$ cat src/rtl/axi_rd_arb.sv
`default_nettype none
// +----------------------------------------------------------------------------+
// | Module   : axi_rd_arb                                                      |
// | Purpose  : N-channel AXI3 read arbiter. Grants AR requests, tags them with |
// |            the channel index in ARID, and routes R beats back by RID.      |
// | Config   : AXI_RD_ARB_FIXED_PRIO_EN selects fixed priority (lowest index   |
// |            wins) instead of the default round-robin.                       |
// | Revision : 1.0 - initial release                                           |
// +----------------------------------------------------------------------------+
module axi_rd_arb #(
   parameter int NUM_CHANS   = 2,
   parameter int ADDR_BITS   = 32,
   parameter int DATA_BITS   = 64,
   parameter int ID_BITS     = 4,
   parameter int MAX_PENDING = 4
) (
   input  logic                           clk,
   input  logic                           rst,
   input  logic [NUM_CHANS-1:0]           slv_arvalid,
   output logic [NUM_CHANS-1:0]           slv_arready,
   input  logic [NUM_CHANS*ADDR_BITS-1:0] slv_araddr,
   input  logic [NUM_CHANS*4-1:0]         slv_arlen,
   input  logic [NUM_CHANS*3-1:0]         slv_arsize,
   input  logic [NUM_CHANS*2-1:0]         slv_arburst,
   output logic [NUM_CHANS-1:0]           slv_rvalid,
   input  logic [NUM_CHANS-1:0]           slv_rready,
   output logic [DATA_BITS-1:0]           slv_rdata,
   output logic [1:0]                     slv_rresp,
   output logic                           slv_rlast,
   output logic                           mst_arvalid,
   input  logic                           mst_arready,
   output logic [ID_BITS-1:0]             mst_arid,
   output logic [ADDR_BITS-1:0]           mst_araddr,
   output logic [3:0]                     mst_arlen,
   output logic [2:0]                     mst_arsize,
   output logic [1:0]                     mst_arburst,
   output logic [1:0]                     mst_arlock,
   input  logic                           mst_rvalid,
   output logic                           mst_rready,
   input  logic [ID_BITS-1:0]             mst_rid,
   input  logic [DATA_BITS-1:0]           mst_rdata,
   input  logic [1:0]                     mst_rresp,
   input  logic                           mst_rlast,
   output logic                           err_badid
);

   localparam int CNT_W = $clog2(MAX_PENDING + 1);
   localparam int CH_W  = (NUM_CHANS > 1) ? $clog2(NUM_CHANS) : 1;
   localparam logic [CNT_W-1:0] MAX_CNT = CNT_W'(MAX_PENDING);

   localparam logic [0:0] ST_EMPTY = 1'b0;
   localparam logic [0:0] ST_FULL  = 1'b1;

   logic [0:0]           ar_state_q, ar_state_d;
   logic [ID_BITS-1:0]   arid_q, arid_d;
   logic [ADDR_BITS-1:0] araddr_q, araddr_d;
   logic [3:0]           arlen_q, arlen_d;
   logic [2:0]           arsize_q, arsize_d;
   logic [1:0]           arburst_q, arburst_d;
   logic                 err_badid_q, err_badid_d;
   logic [CNT_W-1:0]     pending_q [NUM_CHANS];
   logic [CNT_W-1:0]     pending_d [NUM_CHANS];

   logic [NUM_CHANS-1:0] eligible;
   logic                 can_grant, grant, grant_hit;
   logic [CH_W-1:0]      winner;
   logic                 rid_ok, sel_rready, r_done;

   always_comb begin
      can_grant = !rst && ((ar_state_q == ST_EMPTY) || mst_arready);
      for (int i = 0; i < NUM_CHANS; i++) begin
         eligible[i] = slv_arvalid[i] && (pending_q[i] < MAX_CNT);
      end
   end

`ifdef AXI_RD_ARB_FIXED_PRIO_EN
   always_comb begin
      grant_hit = 1'b0;
      winner    = '0;
      for (int i = NUM_CHANS - 1; i >= 0; i--) begin
         if (eligible[i]) begin
            grant_hit = 1'b1;
            winner    = CH_W'(i);
         end
      end
   end
`else
   logic [CH_W-1:0] ptr_q, ptr_d;
   logic            hi_hit;
   logic [CH_W-1:0] hi_win;

   // Lowest eligible index at or above ptr wins; otherwise wrap to lowest overall.
   always_comb begin
      grant_hit = 1'b0;
      winner    = '0;
      hi_hit    = 1'b0;
      hi_win    = '0;
      for (int i = NUM_CHANS - 1; i >= 0; i--) begin
         if (eligible[i]) begin
            grant_hit = 1'b1;
            winner    = CH_W'(i);
            if (CH_W'(i) >= ptr_q) begin
               hi_hit = 1'b1;
               hi_win = CH_W'(i);
            end
         end
      end
      if (hi_hit) winner = hi_win;
      ptr_d = ptr_q;
      if (grant) ptr_d = (winner == CH_W'(NUM_CHANS - 1)) ? '0 : winner + 1'b1;
   end

   always_ff @(posedge clk) begin
      if (rst) ptr_q <= '0;
      else     ptr_q <= ptr_d;
   end
`endif

   always_comb begin
      grant = can_grant && grant_hit;
      for (int i = 0; i < NUM_CHANS; i++) begin
         slv_arready[i] = grant && (winner == CH_W'(i));
      end

      ar_state_d = ar_state_q;
      arid_d     = arid_q;
      araddr_d   = araddr_q;
      arlen_d    = arlen_q;
      arsize_d   = arsize_q;
      arburst_d  = arburst_q;
      if (grant) begin
         ar_state_d = ST_FULL;
         arid_d     = ID_BITS'(winner);
         araddr_d   = slv_araddr[winner*ADDR_BITS +: ADDR_BITS];
         arlen_d    = slv_arlen[winner*4 +: 4];
         arsize_d   = slv_arsize[winner*3 +: 3];
         arburst_d  = slv_arburst[winner*2 +: 2];
      end else if ((ar_state_q == ST_FULL) && mst_arready) begin
         ar_state_d = ST_EMPTY;
      end
   end

   // Unknown RIDs are accepted and dropped so the slave can never stall on them.
   always_comb begin
      rid_ok     = 1'b0;
      sel_rready = 1'b1;
      slv_rvalid = '0;
      for (int i = 0; i < NUM_CHANS; i++) begin
         if (mst_rid == ID_BITS'(i)) begin
            rid_ok        = 1'b1;
            sel_rready    = slv_rready[i];
            slv_rvalid[i] = mst_rvalid && !rst;
         end
      end
      mst_rready  = !rst && sel_rready;
      r_done      = mst_rvalid && mst_rready && mst_rlast;
      err_badid_d = err_badid_q || (mst_rvalid && !rid_ok && !rst);

      for (int i = 0; i < NUM_CHANS; i++) begin
         pending_d[i] = pending_q[i];
         if (slv_arready[i] && !(r_done && rid_ok && (mst_rid == ID_BITS'(i)) && (pending_q[i] != '0))) begin
            pending_d[i] = pending_q[i] + CNT_W'(1);
         end else if (!slv_arready[i] && r_done && (mst_rid == ID_BITS'(i)) && (pending_q[i] != '0)) begin
            pending_d[i] = pending_q[i] - CNT_W'(1);
         end
      end
   end

   always_ff @(posedge clk) begin
      if (rst) begin
         ar_state_q  <= ST_EMPTY;
         arid_q      <= '0;
         araddr_q    <= '0;
         arlen_q     <= '0;
         arsize_q    <= '0;
         arburst_q   <= '0;
         err_badid_q <= 1'b0;
         for (int i = 0; i < NUM_CHANS; i++) pending_q[i] <= '0;
      end else begin
         ar_state_q  <= ar_state_d;
         arid_q      <= arid_d;
         araddr_q    <= araddr_d;
         arlen_q     <= arlen_d;
         arsize_q    <= arsize_d;
         arburst_q   <= arburst_d;
         err_badid_q <= err_badid_d;
         for (int i = 0; i < NUM_CHANS; i++) pending_q[i] <= pending_d[i];
      end
   end

   assign mst_arvalid = (ar_state_q == ST_FULL);
   assign mst_arid    = arid_q;
   assign mst_araddr  = araddr_q;
   assign mst_arlen   = arlen_q;
   assign mst_arsize  = arsize_q;
   assign mst_arburst = arburst_q;
   assign mst_arlock  = 2'b00;
   assign slv_rdata   = mst_rdata;
   assign slv_rresp   = mst_rresp;
   assign slv_rlast   = mst_rlast;
   assign err_badid   = err_badid_q;

endmodule
`default_nettype wire

$ cat config.mk
export PLATFORM = sky130hd
export DESIGN_NAME = axi_rd_arb
export DESIGN_NICKNAME = d
export VERILOG_FILES = /design/src/rtl/axi_rd_arb.sv
export SDC_FILE = /design/constraint.sdc
export NUM_CORES = 1
export LEC_CHECK = 0
export CORE_AREA = 2 2 108 110
export CTS_CLUSTER_SIZE = 8
export DETAILED_ROUTE_END_ITERATION = 6
export DIE_AREA = 0 0 110 112
export PLACE_DENSITY_LB_ADDON = 0.2
export REMOVE_ABC_BUFFERS = 1
export SYNTH_ARGS = -nofsm -noshare
export SYNTH_HDL_FRONTEND = slang
export SYNTH_SLANG_ARGS = --single-unit
$ cat constraint.sdc
create_clock -name clk -period 8.1 [get_ports clk]
set_input_delay 2.025 -clock clk [delete_from_list [all_inputs] [get_ports clk]]
set_output_delay 2.025 -clock clk [all_outputs]
set_load 0.01 [all_outputs]
# Word-level counts from Yosys, hierarchy flattened
# Memory sizes are Yosys's and may differ from the RTL's.
# Index checks and enable logic that the tools add are counted.
op_classes:
  n_addsub: 5
  n_mul: 1
  n_lt_le_gt_ge: 4
  eq_ne: 1
  n_shift: 4
  mux: 28
  bitwise_logic: 4
  reduce_logical: 38
ops:
  columns: ["operator", "n"]
  rows:
  - ["indexed part select 64 x 7 -> 32 bit", 1]
  - ["logical AND 1 bit", 26]
  - ["two-way mux 1 bit", 22]
  - ["two-way mux 3 bit", 6]
  - ["indexed part select 8 x 4 -> 4 bit", 1]
  - ["adder 3 x 1 -> 3 bit (second input constant)", 2]
  - ["zero test 1 bit", 6]
  - ["< comparator 3 bit (second input constant)", 2]
  - ["nonzero test 3 bit", 2]
  - ["indexed part select 6 x 4 -> 3 bit", 1]
  - ["subtractor 3 x 1 -> 3 bit (second input constant)", 2]
  - ["== test 4 x 1 -> 1 bit (second input constant)", 1]
  - ["zero test 4 bit", 1]
  - ["indexed part select 4 x 3 -> 2 bit", 1]
  - ["multiplier 1 x 2 -> 3 bit (second input constant)", 1]
  - ["greater-or-equal comparator 1 bit (first input constant)", 2]
  - ["logical OR 1 bit", 2]
  - ["NOT 1 bit", 2]
  - ["bitwise OR 1 bit", 2]
  - ["nonzero test 2 bit", 1]
  - ["adder 1 bit (second input constant)", 1]
word_totals:
  register_bits: 45
  ram_bits: 6
  inputBits: 161
  output_inout_bits: 121
  wordCells: 94
  mem_count: 1
memory_table:
  columns: ["name", "depth", "word_bits", "read_ports", "rd_clocked_by_memory_dff", "write_ports", "line_no", "rtl"]
  rows:
  - ["pending_q", 2, 3, 2, 0, 2, "61", "logic [CNT_W-1:0] pending_q [NUM_CHANS];"]

# Longest topological paths before layout
# Gate-level depths: netlist of run 1.
# An unclocked memory read counts as a cell.
depth:
  depth_word: 16
  mapped_depth: 9
  ltp_nobuf: 8

# Least setup slack after synthesis of run 1
# Ideal clock, no wire load.
synth_timing:
  path_type: "input to output"
  startpoint: "input mst_rid[3]"
  endpoint: "output slv_rvalid[0]"
  t_arrival_ps: 3005
  t_required_ps: 6075
  setup_slack_ps: 3070
  path_stages: 3
  n_path_buf: 1
  cell_sequence: "or3_4 buf_6 nor4b_1"
synth_between:
  elab_chain_cells: 2
synth_rtl:
  columns: ["item", "line_no", "rtl"]
  rows:
  - ["start: declaration", "40", "input logic [ID_BITS-1:0] mst_rid,"]
  - ["zero test 4 bit", "149", "if (mst_rid == ID_BITS'(i)) begin"]
  - ["two-way mux 1 bit", "149", null]
  - ["end: declaration", "25", "output logic [NUM_CHANS-1:0] slv_rvalid,"]
# No other way between the ends.

# Final worst setup path of run 1
# Ends and elaborated chain as after synthesis.

==> results of run 1 <==
==> registers in the layout, summed over array words and instances (netlist names) <==
register,cells
err_badid,1
mst_arburst,2
pending_q,6
mst_araddr,32
mst_arid,1
ptr_q,1
mst_arlen,4
mst_arvalid,1
mst_arsize,3
==> Yosys cell counts, drive strengths merged <==
cell | instances | area (µm²)
a31oi | 1 | 6.26
xor2 | 1 | 16.3
mux2i | 48 | 480
dfxtp | 51 | 1020
or3 | 2 | 22.5
a2111oi | 1 | 27.5
xnor2 | 1 | 8.76
o31a | 1 | 8.76
nor3b | 1 | 7.51
a21oi | 1 | 5.00
mux2 | 2 | 26.3
nor3 | 3 | 15.0
o41ai | 1 | 8.76
nor4 | 3 | 48.8
nand3b | 1 | 7.51
or3b | 1 | 8.76
conb | 1 | 3.75
a211oi | 42 | 315
nor2b | 4 | 27.5
clkbuf | 8 | 30.0
nor2 | 47 | 179
nand2 | 3 | 11.3
fa | 2 | 40.0
o311ai | 1 | 8.76
or4 | 1 | 7.51
nor4b | 1 | 8.76
and4b | 1 | 10.0
nand2b | 8 | 60.1
buf | 84 | 606
==> cell families after synthesis <==
logic type      Yosys count
simple gates             76
compound gates           48
buf+inv                  92
fa+ha+maj                 2
flops                    51
mux                      50
other cells               1
xor+xnor                  2
==> tightest hold or removal path, stage by stage (launching register included) <==
cell and delay [ns]:
dfxtp_1 0.34, a21oi_1 0.05, nor2_1 0.08
==> worst paths after layout <==
kind                                      start         endpoint  slack, ns  depth (start not counted)
worst max-delay path                 mst_rid[3]    slv_rvalid[0]       1.82                          4
worst min-delay path                  err_badid        err_badid       0.50                          2
worst max register to register  pending_q[0][5]  pending_q[0][2]       5.25                          8
worst min register to register        err_badid        err_badid       0.50                          2
==> power breakdown <==
group	internal [mW]	switching, mW
combinational	0.134	0.102
sequential	0.280	0.0186
clock	0.154	0.0957
==> layout make-up <==
cell class	count	share of cell area (%)
clock buffers	6	3.28
clock inverters	2	0.827
multi-input cells	183	33.1
flip-flops and latches	51	24.1
well taps	143	4.22
repair buffers	147	34.4
==> metal layers <==
layer | part of all wire [%] | wire length (µm) | vias to the layer above
met3 | 28 | 3960 | 17
li1 | - | - | 1179
met4 | 2.7 | 373 | 2
met5 | 0.70 | 98 | -
met1 | 23 | 3260 | 1049
met2 | 45 | 6250 | 200
==> cells in the final DEF (no fill, tap or decap), types with 2 or more instances in the layout <==
master,n
mux2i_1,48
nor2_1,46
nand2_1,3
fa_1,2
nand2b_1,6
a211oi_1,41
dfxtp_1,51
nor3_1,3
or3_4,2
buf_4,3
nor2b_1,3
conb_1,5
clkdlybuf4s50_1,143
nor4_4,2
clkbuf_16,5
==> per-stage QoR <==
step / worst slack (ns) / total power [mW] / hold WS, ns / util (%)
finish: 1.82 / 0.783 / 0.496 / 37.9
global placement: 1.82 / 0.538 / 0.474 / 36.3
floorplan: 0.743 / 0.423 / 0.454 / -
CTS: 1.84 / 0.793 / 0.494 / 37.9
detailed placement: 1.87 / 0.540 / 0.479 / 36.3
global route: 1.77 / 0.824 / 0.515 / 37.9
==> metrics, run 1 <==
DP Cell Count=approximately 520; Vias/cell=4.60; Slew Viols, Final=0; number of fill cells=1126; Simple-Gate Fraction of Synth Area=13.7%; vias in the first global route=2389; compound-gate portion of the synthesized area=12.6%; largest family of logic cells by synthesized area=buffers and inverters; proportion of layout cells with a drive suffix above 1=6.43%; grt ovf=0; cts hold-fix bufs=0; GR Util met1=15.0%; maxcap violations=0; slew margin rel.=45.0%; met3 usage=28.3%; Final TNS setup=0 ns; Post-Route WL=13900 µm; initial antenna violation count=0; Detail Placement HPWL=between 10000 and 15000 µm; data required time of the worst path=approximately 6.1 ns; WP buf/inv=2; critical path class=in -> out; drt wl/cell=26.2 µm; final hold vios=0; met2 Use GR=approximately 35%; register area=1020 µm²; Critical Path Start Type=input pin; GRT Util Overall=around 22%; IO Port Bufs=144; Cell Rows=39; number of diodes=0; cell mode on critical path=clkdlybuf4s50_1; die area=12300 µm²; # nets final=551; total CTS buffers=5; pin count of the biggest net entering global routing=85; post-synthesis mux area share=16.7%; data arrival time of the worst path=roughly 4.3 ns; overall die width=110 µm; Worst Tran Pin Value=0.825 ns; worst skew pair latency=~0.29 ns; Cell Area, Synth=3030 µm²; post-CTS setup buffers=0; slowest stage cell, crit path=nor4b_1; starting density of the core=27.1%; Seq/Total Area, Yosys=33.7%; slowest cell delay on critical path=slightly below 0.7 ns; TritonCTS clock tree=done; final period utilization=between 70% and 80%; DRC=0; Post-Synth Adder-Cell Area=1.32%; Max Buffers Root-to-Sink=2; Post-Synth XOR/XNOR Area=0.827%; total I/O pin count=~280; area occupied by multi-input gates=1400 µm²; post_cts resized=0; Sinks on Clock Net=51; CORE AREA=11200 µm²; synthesized instance count=322; RSZ-0062 raised after global routing=false; placed cell area=4060 µm²; Yosys reg bits=51; peak supply drop=0.0000805 V; Vias=2447; leakage=1.53 nW; CTS root buf=clkbuf_16; drt pass-1 iters=4; height of the die=112 µm; first-pass GRT wire length=18300 µm; CTS H-tree depth=2; Warnings, synthesis=0; worst path cell trace=clkdlybuf4s50_1 > or3_4 > nor4b_1 > clkdlybuf4s50_1; Final ANT Viol Nets=0; total power per unit cell area=185 nW/µm²; busiest grt layer=met2; post-synth cell types=38; GP Congestion=between 0.8 and 0.9; Reg clk slew, reported paths=0.07 ns; initial detailed-routing violation count=87; outcome=finished, final reports clean; critical path fanouts, max=8; Final setup viols=0; Min-Delay Path Class=reg -> reg; area grow syn2layout=39.9%; kind of cell adding the most delay to the critical path=simple AND/OR/NAND/NOR gates; crit path time final=between 6 and 7 ns; fmax=159 MHz; Final Cell Area=around 4200 µm²; worst clock skew=0.00738 ns; non-filler instance count after layout=532; Syn Area/Cell=9.40 µm²; Critical Path End Type=primary output
(Power assumes the default switching activity.)
==> run 2, diff against run 1 <==
clock period = 5.83 ns   (was 8.1 ns; I/O delays follow)
==> run 2 against run 1 <==
  * Clock skew shrank 0.0011 ns
  * Register-to-register slack lost 2.3 ns
  * Final area grew 0.18%
  * Flip-flop and latch count is the same
  * Critical path depth grew 1
  * Largest cell class unchanged
  * Hold slack lost 0.0016 ns
  * Largest power group unchanged
  * Die area is the same
  * Clock power grew 38%
  * Via count shrank 0.20%
==> metrics, run 2 (synthesized netlist as in run 1, its figures left out) <==
placed cell area=4070 µm²; most common library cell in the layout ignoring fill and taps=clkdlybuf4s50_1; non-filler instance count after layout=533; Vias/cell=4.58; drt wl/cell=between 20 and 30 µm; CTS H-tree depth=2; Worst R2R Start=pending_q[0][5]; # nets final=552; IO Port Bufs=144; total I/O pin count=282; Clk network pwr share=around a third; Sinks on Clock Net=51; post-CTS setup buffers=0; number of fill cells=1131; height of the die=roughly 110 µm; Reg clk slew, reported paths=0.07 ns; slew margin rel.=46.3%; Max Buffers Root-to-Sink=2; Final TNS setup=0 ns; DRC=0; final hold vios=0; setup slack after layout=approximately 0.85 ns; Critical Path Start Type=input pin; Critical Path End Type=primary output; GRT Util Overall=22.3%; number of flip-flops in the largest register=32; register share of total power=38.1%; critical path class=in -> out; worst skew pair latency=0.29 ns; CTS root buf=clkbuf_16; GP Congestion=0.876; leakage=1.53 nW; total CTS buffers=5; commonest cells after routing, fill and taps aside=143 x clkdlybuf4s50_1, 51 x dfxtp_1, 48 x mux2i_1, 46 x nor2_1, 41 x a211oi_1; Final Total Pwr=around 1.1 mW; first-pass GRT wire length=18400 µm; pin count of the biggest net entering global routing=85; DP Cell Count=~530; Cell Rows=39; Detail Placement HPWL=12100 µm; crit path time final=about 5 ns; overall die width=about 110 µm; Net Sw Power=between 0.2 and 0.3 mW; die area=12300 µm²; Post-Route WL=14000 µm; pre-CTS setup slack=just under 0.8 ns; worst clock skew=0.00624 ns; total power per unit cell area=between 200 and 300 nW/µm²; worst path cell trace=clkdlybuf4s50_1 > or3_4 > nor4b_1 > buf_4 > clkdlybuf4s50_1; Vias=between 2000 and 2500; vias in the first global route=2351; Min-Delay Path Class=reg -> reg; grt ovf=0; Switching Share=a little over a quarter; final period utilization=85.4%; Int Power=0.788 mW; peak supply drop=0.000114 V; maxcap violations=0; starting density of the core=27.1%; cell mode on critical path=clkdlybuf4s50_1; TritonCTS clock tree=done; slowest stage cell, crit path=clkdlybuf4s50_1; crit path launch=mst_rid[3]; Final setup viols=0; initial antenna violation count=0; post_cts resized=0; Hold Startpoint=err_badid; combinational share of power=30.0%; number of diodes=0; cts hold-fix bufs=0; outcome=finished, final reports clean; area grow syn2layout=40.2%; proportion of layout cells with a drive suffix above 1=6.67%; CORE AREA=approximately 11000 µm²; Worst Tran Pin Value=approximately 0.81 ns; data arrival time of the worst path=3.52 ns; critical path fanouts, max=8; RSZ-0062 raised after global routing=false; fmax=201 MHz; Final Cell Area=4240 µm²; initial detailed-routing violation count=between 80 and 90; Final ANT Viol Nets=0; data required time of the worst path=4.37 ns; Slew Viols, Final=0; drt pass-1 iters=4; slowest cell delay on critical path=0.54 ns
## run 2: cell type report
| cell class | instances | area, µm² | area share, % |
|---|---|---|---|
| Timing Repair Buffer | 148 | 1470 | 34.6 |
| Clock buffer | 6 | 139 | 3.27 |
| Tap cell | 143 | 179 | 4.22 |
| Multi-Input combinational cell | 183 | 1400 | 33.1 |
| Sequential cell | 51 | 1020 | 24.1 |
| Clock inverter | 2 | 35.0 | 0.826 |
## run 2: critical path: cells and delay by family
| kind | cells | cell delay (ns) |
|---|---|---|
| buffers and inverters | 3 | 1.17 |
| and+or+nand+nor | 2 | 0.90 |
## run 2: worst paths after layout
kind / end / slack [ns] / cells past startpoint
max: slv_rvalid[0] / 0.85 / 5
min: err_badid / 0.49 / 2
max reg2reg: pending_q[0][2] / 2.99 / 8
min reg2reg: err_badid / 0.49 / 2
## run 2: routing by layer
| metal | routed length, µm | vias to the layer above | global-route usage (%) |
|---|---|---|---|
| li1 | - | 1179 | - |
| met1 | 3200 | 1038 | 14.9 |
| met2 | 6170 | 205 | 34.0 |
| met3 | 3940 | 18 | 28.4 |
| met4 | 592 | 2 | 9.96 |
| met5 | 98 | - | 5.88 |
## run 2: power by group through the flow
stage	Clock (mW)	Combinational [mW]	Sequential (mW)
after CTS	0.359	0.331	0.415
final	0.346	0.327	0.415
after global routing	0.373	0.358	0.420
after global placement	0	0.326	0.421
after detailed placement	0	0.328	0.422
after floorplan	0	0.152	0.435
## run 2: through the flow
step,hold slack [ns],util (%)
finish,0.494,38.0
global route,0.516,38.0
CTS,0.490,38.0
detailed placement,0.474,36.4
global placement,0.474,36.4
floorplan,0.454,-
